==> config.mk <==
export PLATFORM = sky130hd
export DESIGN_NAME = camera_stream_gen_flat
export DESIGN_NICKNAME = d
export VERILOG_FILES = /design/src/rtl/camera_stream_gen_pkg.sv /design/src/rtl/camera_stream_gen_if.sv /design/src/rtl/camera_stream_gen_lfsr.sv /design/src/rtl/camera_stream_gen.sv /design/src/flat_wrapper.sv
export SDC_FILE = /design/constraint.sdc
export NUM_CORES = 1
export LEC_CHECK = 0
export BUFFER_PORTS_ARGS = -buffer_cell sky130_fd_sc_hd__buf_2
export CELL_PAD_IN_SITES_DETAIL_PLACEMENT = 0
export CELL_PAD_IN_SITES_GLOBAL_PLACEMENT = 2
export CORE_MARGIN = 4
export CORE_UTILIZATION = 35
export CTS_BUF_LIST = sky130_fd_sc_hd__clkbuf_2 sky130_fd_sc_hd__clkbuf_4 sky130_fd_sc_hd__clkbuf_8
export DETAILED_ROUTE_END_ITERATION = 12
export GPL_ROUTABILITY_DRIVEN = 0
export GPL_TIMING_DRIVEN = 0
export PLACE_DENSITY = 0.86
export SLEW_MARGIN = 20
export SYNTH_ARGS = -nofsm -noshare
export SYNTH_HDL_FRONTEND = slang
export SYNTH_SLANG_ARGS = --single-unit
==> constraint.sdc <==
create_clock -name clk -period 3.2 [get_ports clk]
set_input_delay 0.64 -clock clk [delete_from_list [all_inputs] [get_ports clk]]
set_output_delay 0.64 -clock clk [all_outputs]
set_load 0.005 [all_outputs]
==> src/rtl/camera_stream_gen_pkg.sv <==
// Shared definitions for camera_stream_gen: pattern modes, FSM states and LFSR constants.
// The HBLANK/VBLANK states exist only when CAMERA_BLANKING_EN is defined.
package camera_stream_gen_pkg;

    localparam logic [1:0] MODE_CONST = 2'd0;
    localparam logic [1:0] MODE_RAMP  = 2'd1;
    localparam logic [1:0] MODE_CHECK = 2'd2;
    localparam logic [1:0] MODE_LFSR  = 2'd3;

    localparam logic [15:0] LFSR_SEED = 16'hACE1;
    // Feedback taps 16,14,13,11 (1-based), i.e. bits 15,13,12,10
    localparam logic [15:0] LFSR_TAPS = 16'hB400;

`ifdef CAMERA_BLANKING_EN
    typedef enum logic [1:0] {
        ST_IDLE   = 2'd0,
        ST_ACTIVE = 2'd1,
        ST_HBLANK = 2'd2,
        ST_VBLANK = 2'd3
    } state_t;
`else
    typedef enum logic {
        ST_IDLE   = 1'b0,
        ST_ACTIVE = 1'b1
    } state_t;
`endif

    function automatic logic [15:0] lfsr_next(input logic [15:0] cur);
        return {cur[14:0], ^(cur & LFSR_TAPS)};
    endfunction

endpackage

==> src/rtl/camera_stream_gen_if.sv <==
// Pixel stream bus: valid/ready handshake, packed multi-channel data and frame markers.
interface camera_stream_gen_if #(
    parameter int DATA_W = 8,
    parameter int N_CH   = 1
) ();
    logic                     data_valid;
    logic                     data_ready;
    logic [N_CH*DATA_W-1:0]   data_out;
    logic                     sof;
    logic                     eol;
    logic                     eof;

    modport master (
        output data_valid,
        output data_out,
        output sof,
        output eol,
        output eof,
        input  data_ready
    );

    modport slave (
        input  data_valid,
        input  data_out,
        input  sof,
        input  eol,
        input  eof,
        output data_ready
    );
endinterface

==> src/rtl/camera_stream_gen_lfsr.sv <==
// 16-bit Fibonacci LFSR; steps once per accepted pixel and is reset to the seed.
module camera_stream_gen_lfsr
    import camera_stream_gen_pkg::*;
(
    input  logic        clk,
    input  logic        rst,
    input  logic        en,
    output logic [15:0] lfsr
);

    always_ff @(posedge clk or posedge rst) begin
        if (rst) begin
            lfsr <= LFSR_SEED;
        end else if (en) begin
            lfsr <= lfsr_next(lfsr);
        end
    end

endmodule

==> src/rtl/camera_stream_gen.sv <==
// Synthetic camera source: IMG_W x IMG_H frames with SOF/EOL/EOF; CAMERA_BLANKING_EN adds H/V blanking.
// First beat one cycle after camera_en; with data_ready low all outputs hold and x/y/LFSR freeze.
module camera_stream_gen
    import camera_stream_gen_pkg::*;
#(
    parameter int              DATA_W    = 8,
    parameter int              N_CH      = 1,
    parameter int              IMG_W     = 8,
    parameter int              IMG_H     = 8,
    parameter logic [DATA_W-1:0] CONST_VAL = '0,
    parameter int              CHK_LOG2  = 2,
    parameter int              FCNT_W    = 8
`ifdef CAMERA_BLANKING_EN
    ,
    parameter int              H_BLANK   = 4,
    parameter int              V_BLANK   = 16
`endif
) (
    input  logic               clk,
    input  logic               rst,
    input  logic               camera_en,
    input  logic [1:0]         mode,
    camera_stream_gen_if.master bus,
    output logic [FCNT_W-1:0]  frame_cnt,
    output logic               busy
);

    localparam int X_W = $clog2(IMG_W);
    localparam int Y_W = $clog2(IMG_H);

    state_t                 state;
    state_t                 state_nxt;
    logic [X_W-1:0]         x;
    logic [Y_W-1:0]         y;
    logic [1:0]             mode_q;
    logic [15:0]            lfsr;
    logic                   active;
    logic                   xfer;
    logic                   last_x;
    logic                   last_y;
    logic                   start_frame;
    logic [DATA_W-1:0]      pix;
    logic [31:0]            chk;
    logic [N_CH*DATA_W-1:0] dout;

    assign active = (state == ST_ACTIVE);
    assign xfer   = active & bus.data_ready;
    assign last_x = (x == X_W'(IMG_W - 1));
    assign last_y = (y == Y_W'(IMG_H - 1));

`ifdef CAMERA_BLANKING_EN
    logic [15:0] blank_cnt;
    logic        blank_done;

    assign blank_done = ((state == ST_HBLANK) && (blank_cnt == 16'(H_BLANK - 1))) ||
                        ((state == ST_VBLANK) && (blank_cnt == 16'(V_BLANK - 1)));

    always_ff @(posedge clk or posedge rst) begin
        if (rst) begin
            blank_cnt <= '0;
        end else if (state_nxt != state) begin
            blank_cnt <= '0;
        end else if ((state == ST_HBLANK) || (state == ST_VBLANK)) begin
            blank_cnt <= blank_cnt + 16'd1;
        end
    end
`endif

    always_ff @(posedge clk or posedge rst) begin
        if (rst) begin
            state <= ST_IDLE;
        end else begin
            state <= state_nxt;
        end
    end

    // camera_en is only consulted between frames, so a frame always runs to eof
    always_comb begin
        state_nxt   = state;
        start_frame = 1'b0;
        case (state)
            ST_IDLE: begin
                if (camera_en) begin
                    state_nxt   = ST_ACTIVE;
                    start_frame = 1'b1;
                end
            end
            ST_ACTIVE: begin
                if (xfer && last_x) begin
                    if (last_y) begin
`ifdef CAMERA_BLANKING_EN
                        state_nxt = ST_VBLANK;
`else
                        if (camera_en) begin
                            start_frame = 1'b1;
                        end else begin
                            state_nxt = ST_IDLE;
                        end
`endif
                    end
`ifdef CAMERA_BLANKING_EN
                    else begin
                        state_nxt = ST_HBLANK;
                    end
`endif
                end
            end
`ifdef CAMERA_BLANKING_EN
            ST_HBLANK: begin
                if (blank_done) begin
                    state_nxt = ST_ACTIVE;
                end
            end
            ST_VBLANK: begin
                if (blank_done) begin
                    if (camera_en) begin
                        state_nxt   = ST_ACTIVE;
                        start_frame = 1'b1;
                    end else begin
                        state_nxt = ST_IDLE;
                    end
                end
            end
`endif
            default: state_nxt = ST_IDLE;
        endcase
    end

    always_ff @(posedge clk or posedge rst) begin
        if (rst) begin
            x         <= '0;
            y         <= '0;
            frame_cnt <= '0;
            mode_q    <= MODE_CONST;
        end else begin
            if (start_frame) begin
                mode_q <= mode;
            end
            if (xfer) begin
                if (last_x) begin
                    x <= '0;
                    if (last_y) begin
                        y         <= '0;
                        frame_cnt <= frame_cnt + FCNT_W'(1);
                    end else begin
                        y <= y + Y_W'(1);
                    end
                end else begin
                    x <= x + X_W'(1);
                end
            end
        end
    end

    camera_stream_gen_lfsr u_lfsr (
        .clk  (clk),
        .rst  (rst),
        .en   (xfer),
        .lfsr (lfsr)
    );

    always_comb begin
        chk = ((32'(x) ^ 32'(y)) >> CHK_LOG2) & 32'd1;
        case (mode_q)
            MODE_CONST: pix = CONST_VAL;
            MODE_RAMP:  pix = DATA_W'(32'(x) + 32'(y));
            MODE_CHECK: pix = (chk != 32'd0) ? '1 : '0;
            default:    pix = DATA_W'(lfsr);
        endcase

        dout = '0;
        if (active) begin
            for (int c = 0; c < N_CH; c++) begin
                dout[c*DATA_W +: DATA_W] = pix + DATA_W'(c);
            end
        end

        bus.data_valid = active;
        bus.data_out   = dout;
        bus.sof        = active && (x == '0) && (y == '0);
        bus.eol        = active && last_x;
        bus.eof        = active && last_x && last_y;
        busy           = (state != ST_IDLE);
    end

endmodule

==> src/flat_wrapper.sv <==
// flat-port wrapper written by rule: the top's interface ports become plain ports
module camera_stream_gen_flat import camera_stream_gen_pkg::*;
#(
    parameter int              DATA_W    = 8,
    parameter int              N_CH      = 1,
    parameter int              IMG_W     = 8,
    parameter int              IMG_H     = 8,
    parameter logic [DATA_W-1:0] CONST_VAL = '0,
    parameter int              CHK_LOG2  = 2,
    parameter int              FCNT_W    = 8

)
  (clk, rst, camera_en, mode, frame_cnt, busy, bus_data_valid, bus_data_out, bus_sof, bus_eol, bus_eof, bus_data_ready);
  camera_stream_gen_if #(.DATA_W(DATA_W), .N_CH(N_CH)) bus_i ();
  input  logic clk;
  input  logic rst;
  input  logic camera_en;
  input  logic [1:0] mode;
  output logic [FCNT_W-1:0] frame_cnt;
  output logic busy;
  output wire logic [$bits(bus_i.data_valid)-1:0] bus_data_valid;
  output wire logic [$bits(bus_i.data_out)-1:0] bus_data_out;
  output wire logic [$bits(bus_i.sof)-1:0] bus_sof;
  output wire logic [$bits(bus_i.eol)-1:0] bus_eol;
  output wire logic [$bits(bus_i.eof)-1:0] bus_eof;
  input wire logic [$bits(bus_i.data_ready)-1:0] bus_data_ready;
  assign bus_data_valid = bus_i.data_valid;
  assign bus_data_out = bus_i.data_out;
  assign bus_sof = bus_i.sof;
  assign bus_eol = bus_i.eol;
  assign bus_eof = bus_i.eof;
  assign bus_i.data_ready = bus_data_ready;
  camera_stream_gen #(.DATA_W(DATA_W), .N_CH(N_CH), .IMG_W(IMG_W), .IMG_H(IMG_H), .CONST_VAL(CONST_VAL), .CHK_LOG2(CHK_LOG2), .FCNT_W(FCNT_W)) u_core (.clk(clk), .rst(rst), .camera_en(camera_en), .mode(mode), .bus(bus_i), .frame_cnt(frame_cnt), .busy(busy));
endmodule
==> impl_results.md <==
* Post-route ant nets at 0
* Synthesis warning total at 0
* TritonCTS Buffers at 5
* Relative slew slack at 0.5532
* Worst Path Max Fanout at 5
* Share of cells above drive strength 1 at 0.4000
* GRT Util Overall at 0.1169
* Final setup viols at 0
* Sequential share of the synthesized area at 0.4883
* Fin. max-slew vios at 0
* # diodes at 0
* Drt first pass iters at 4
* Via count at 1135
* Clk buf depth at 2
* DRC errors left at 0
* First-pass GRT wire length at 5589 microns
* # rows at 25
* Crit path largest cell delay at 0.43 ns
* Crit-path slowest cell: dfrtp_1
* Critical Path Sink Type: output pin
* Setup slack, reg-to-reg at 1.30 ns
* Critical path class: reg -> out
* WP data arrival at 1.86 ns
* Worst path depth at 6
* CORE AREA at 4723 sq um
* Synthesized cell area at 1712 sq um
* Util after Layout at 0.4291
* Vias in the first global route at 1204
* Post-synth EDFFs at 0
* Worst path top cell family by delay: adder cells
* Peak supply drop at 0.3133 mV
* Sink Count at 33
* Initial antenna violation count at 0
* Die footprint at 6073 sq um
* Routed len/inst at 12.61 microns
* Post-CTS Setup Bufs at 0
* Crit path required time at 2.56 ns
* DIE WIDTH at 77.93 microns
* Buf/Inv on CP at 1
* Initial core utilization at 0.3624
* Initial DRC Count at 50
* Worst r2r src: u_core.x[1]
* Non-Filler Instances at 247
* Min Tclk post-route at 2.499 ns
* Status: finished clean
* CTS Root Cell: clkbuf_8
* DP Wirelength at 2368 microns
* Part of the cycle the worst path needs at 0.7808
* CTS Hold Bufs at 0
* Grt ovf at 0
* RSZ-0062 raised after global routing: no
* Final Hold Viols at 0
* Fmax at 400.2 MHz
* H-tree depth at 2
* Maximum number of pins on one net before global-route repair at 34
* CP startpoint kind: flop
* I/O pin total at 27
* Layout area overhead at 18.42%
* Leakage power at 1.043 nW
* Dpl ws at 0.9766 ns
* Setup TNS at 0 ns
* Port buffer count at 26
* Async SR Flop Fraction at 1.000
* Synth Area per Inst at 11.72 sq um
* Number of max-cap violations at 0
* Setup ws final at 0.7014 ns
* Insertion delay to the later sink of the worst-skew pair at 0.27 ns
* Syn Nets at 163
* Worst hold path class: in -> async
* Via density at 4.595
* Yosys reg bits at 33
* Synth unique cells at 28
* Worst Clk Skew at 0.002934 ns
* Cells after Synth at 146
* Post-CTS Resized at 0
* Hold Slack at 0.4588 ns
* DRT Wirelength at 3114 microns
* R2R Path End: u_core.mode_q[1]
* Cell total after placement at 239
* CTS tree: yes
* Pwr/cell area at 550.0 nW/um^2
* Final #Nets at 196
* R2R cell count at 5
* Critical path, cell by cell: ha_1 -> fa_1 -> xor2_1 -> nand2_1 -> a21boi_0 -> buf_2
* Synth Flop Type: dfrtp_1
* Worst Tran Pin Value at 0.6692 ns
* Die height at 77.93 microns
* Worst-path clk slew at 0.07 ns
area by class of cell:
type                    count  area, sq um
clock buffers               7        96.34
plain buffers               5        27.53
fillers                   465         2696
multi-input cells         103        829.5
inverters                   5        18.77
clock inverters             1        5.005
well taps                  67        83.83
flip-flops and latches     33        835.8
repair buffers             26        130.1
power breakdown:
part | switching (W) | internal [W]
Clock | 0.000145 | 0.000194
Combinational | 0.000140 | 0.000137
Sequential | 0.0000483 | 0.000451
worst reg2reg max path, stage by stage (launching register included):
cell and delay (ns):
dfrtp_1 0.45, ha_1 0.19, ha_1 0.28, nand4_4 0.24, a21boi_2 0.27, mux2_2 0.36
cell usage in the layout (no fill, tap or decap), types with 5 or more instances in the layout:
| cell type | Yosys | final |
|---|---|---|
| buf_2 | 4 | 30 |
| dfrtp_1 | 25 | 25 |
| mux2_2 | 21 | 21 |
| nand2_1 | 16 | 16 |
| ha_1 | 10 | 10 |
| dfstp_2 | 8 | 8 |
| xor2_1 | 7 | 7 |
| clkbuf_8 | 0 | 7 |
| o21ai_0 | 6 | 6 |
| nand3_1 | 5 | 5 |
| a21oi_1 | 5 | 5 |
cell families after synthesis:
group | share of synthesized area
AND/OR/NAND/NOR | 0.1345
flip-flops | 0.4883
multiplexers | 0.1382
AO/OA/AOI/OAI | 0.07090
XOR/XNOR | 0.05629
adder cells (fa/ha/maj) | 0.08480
buffers and inverters | 0.02705
cell usage after synthesis (4+ instances only):
| cell | instances | area, sq um |
|---|---|---|
| nand3_1 | 5 | 25.02 |
| xnor2_1 | 4 | 35.03 |
| mux2_2 | 21 | 236.5 |
| ha_1 | 10 | 125.1 |
| a21oi_1 | 5 | 25.02 |
| o21ai_0 | 6 | 30.03 |
| xor2_1 | 7 | 61.31 |
| dfrtp_1 | 25 | 625.6 |
| inv_1 | 5 | 18.77 |
| nor3_1 | 4 | 20.02 |
| dfstp_2 | 8 | 210.2 |
| buf_2 | 4 | 20.02 |
| nand2_1 | 16 | 60.06 |
registers in the layout, summed over array words and instances, names as in the netlist:
signal	count
u_core.bus.data_valid	1
u_core.x	3
u_core.u_lfsr.lfsr	16
u_core.frame_cnt	8
u_core.mode_q	2
u_core.y	3
routing by layer:
layer | part of all wire | global-route usage
met1 | 0.44 | 0.1388
met2 | 0.51 | 0.1961
met3 | 0.039 | 0.03596
met4 | 0.011 | 0.04720
met5 | 0 | 0
stage by stage:
step | cell area (sq um) | total power (W)
floorplan | 1712 | 0.0006898
global placement | 1926 | 0.0007759
detailed placement | 1926 | 0.0007894
CTS | 2027 | 0.001133
global route | 2027 | 0.001207
finish | 2027 | 0.001115
how the worst max path moves through the flow:
stage / start / endpoint / slack [ns]
after detailed placement: u_core.y[0] / bus_data_out[2] / 0.98
after global placement: u_core.y[0] / bus_data_out[2] / 1.04
after floorplan: u_core.y[0] / bus_data_out[2] / 1.18
after global routing: u_core.y[0] / bus_data_out[2] / 0.56
after CTS: u_core.y[0] / bus_data_out[2] / 0.67
final: u_core.y[0] / bus_data_out[2] / 0.70
Power figures use the tool's default switching activity.
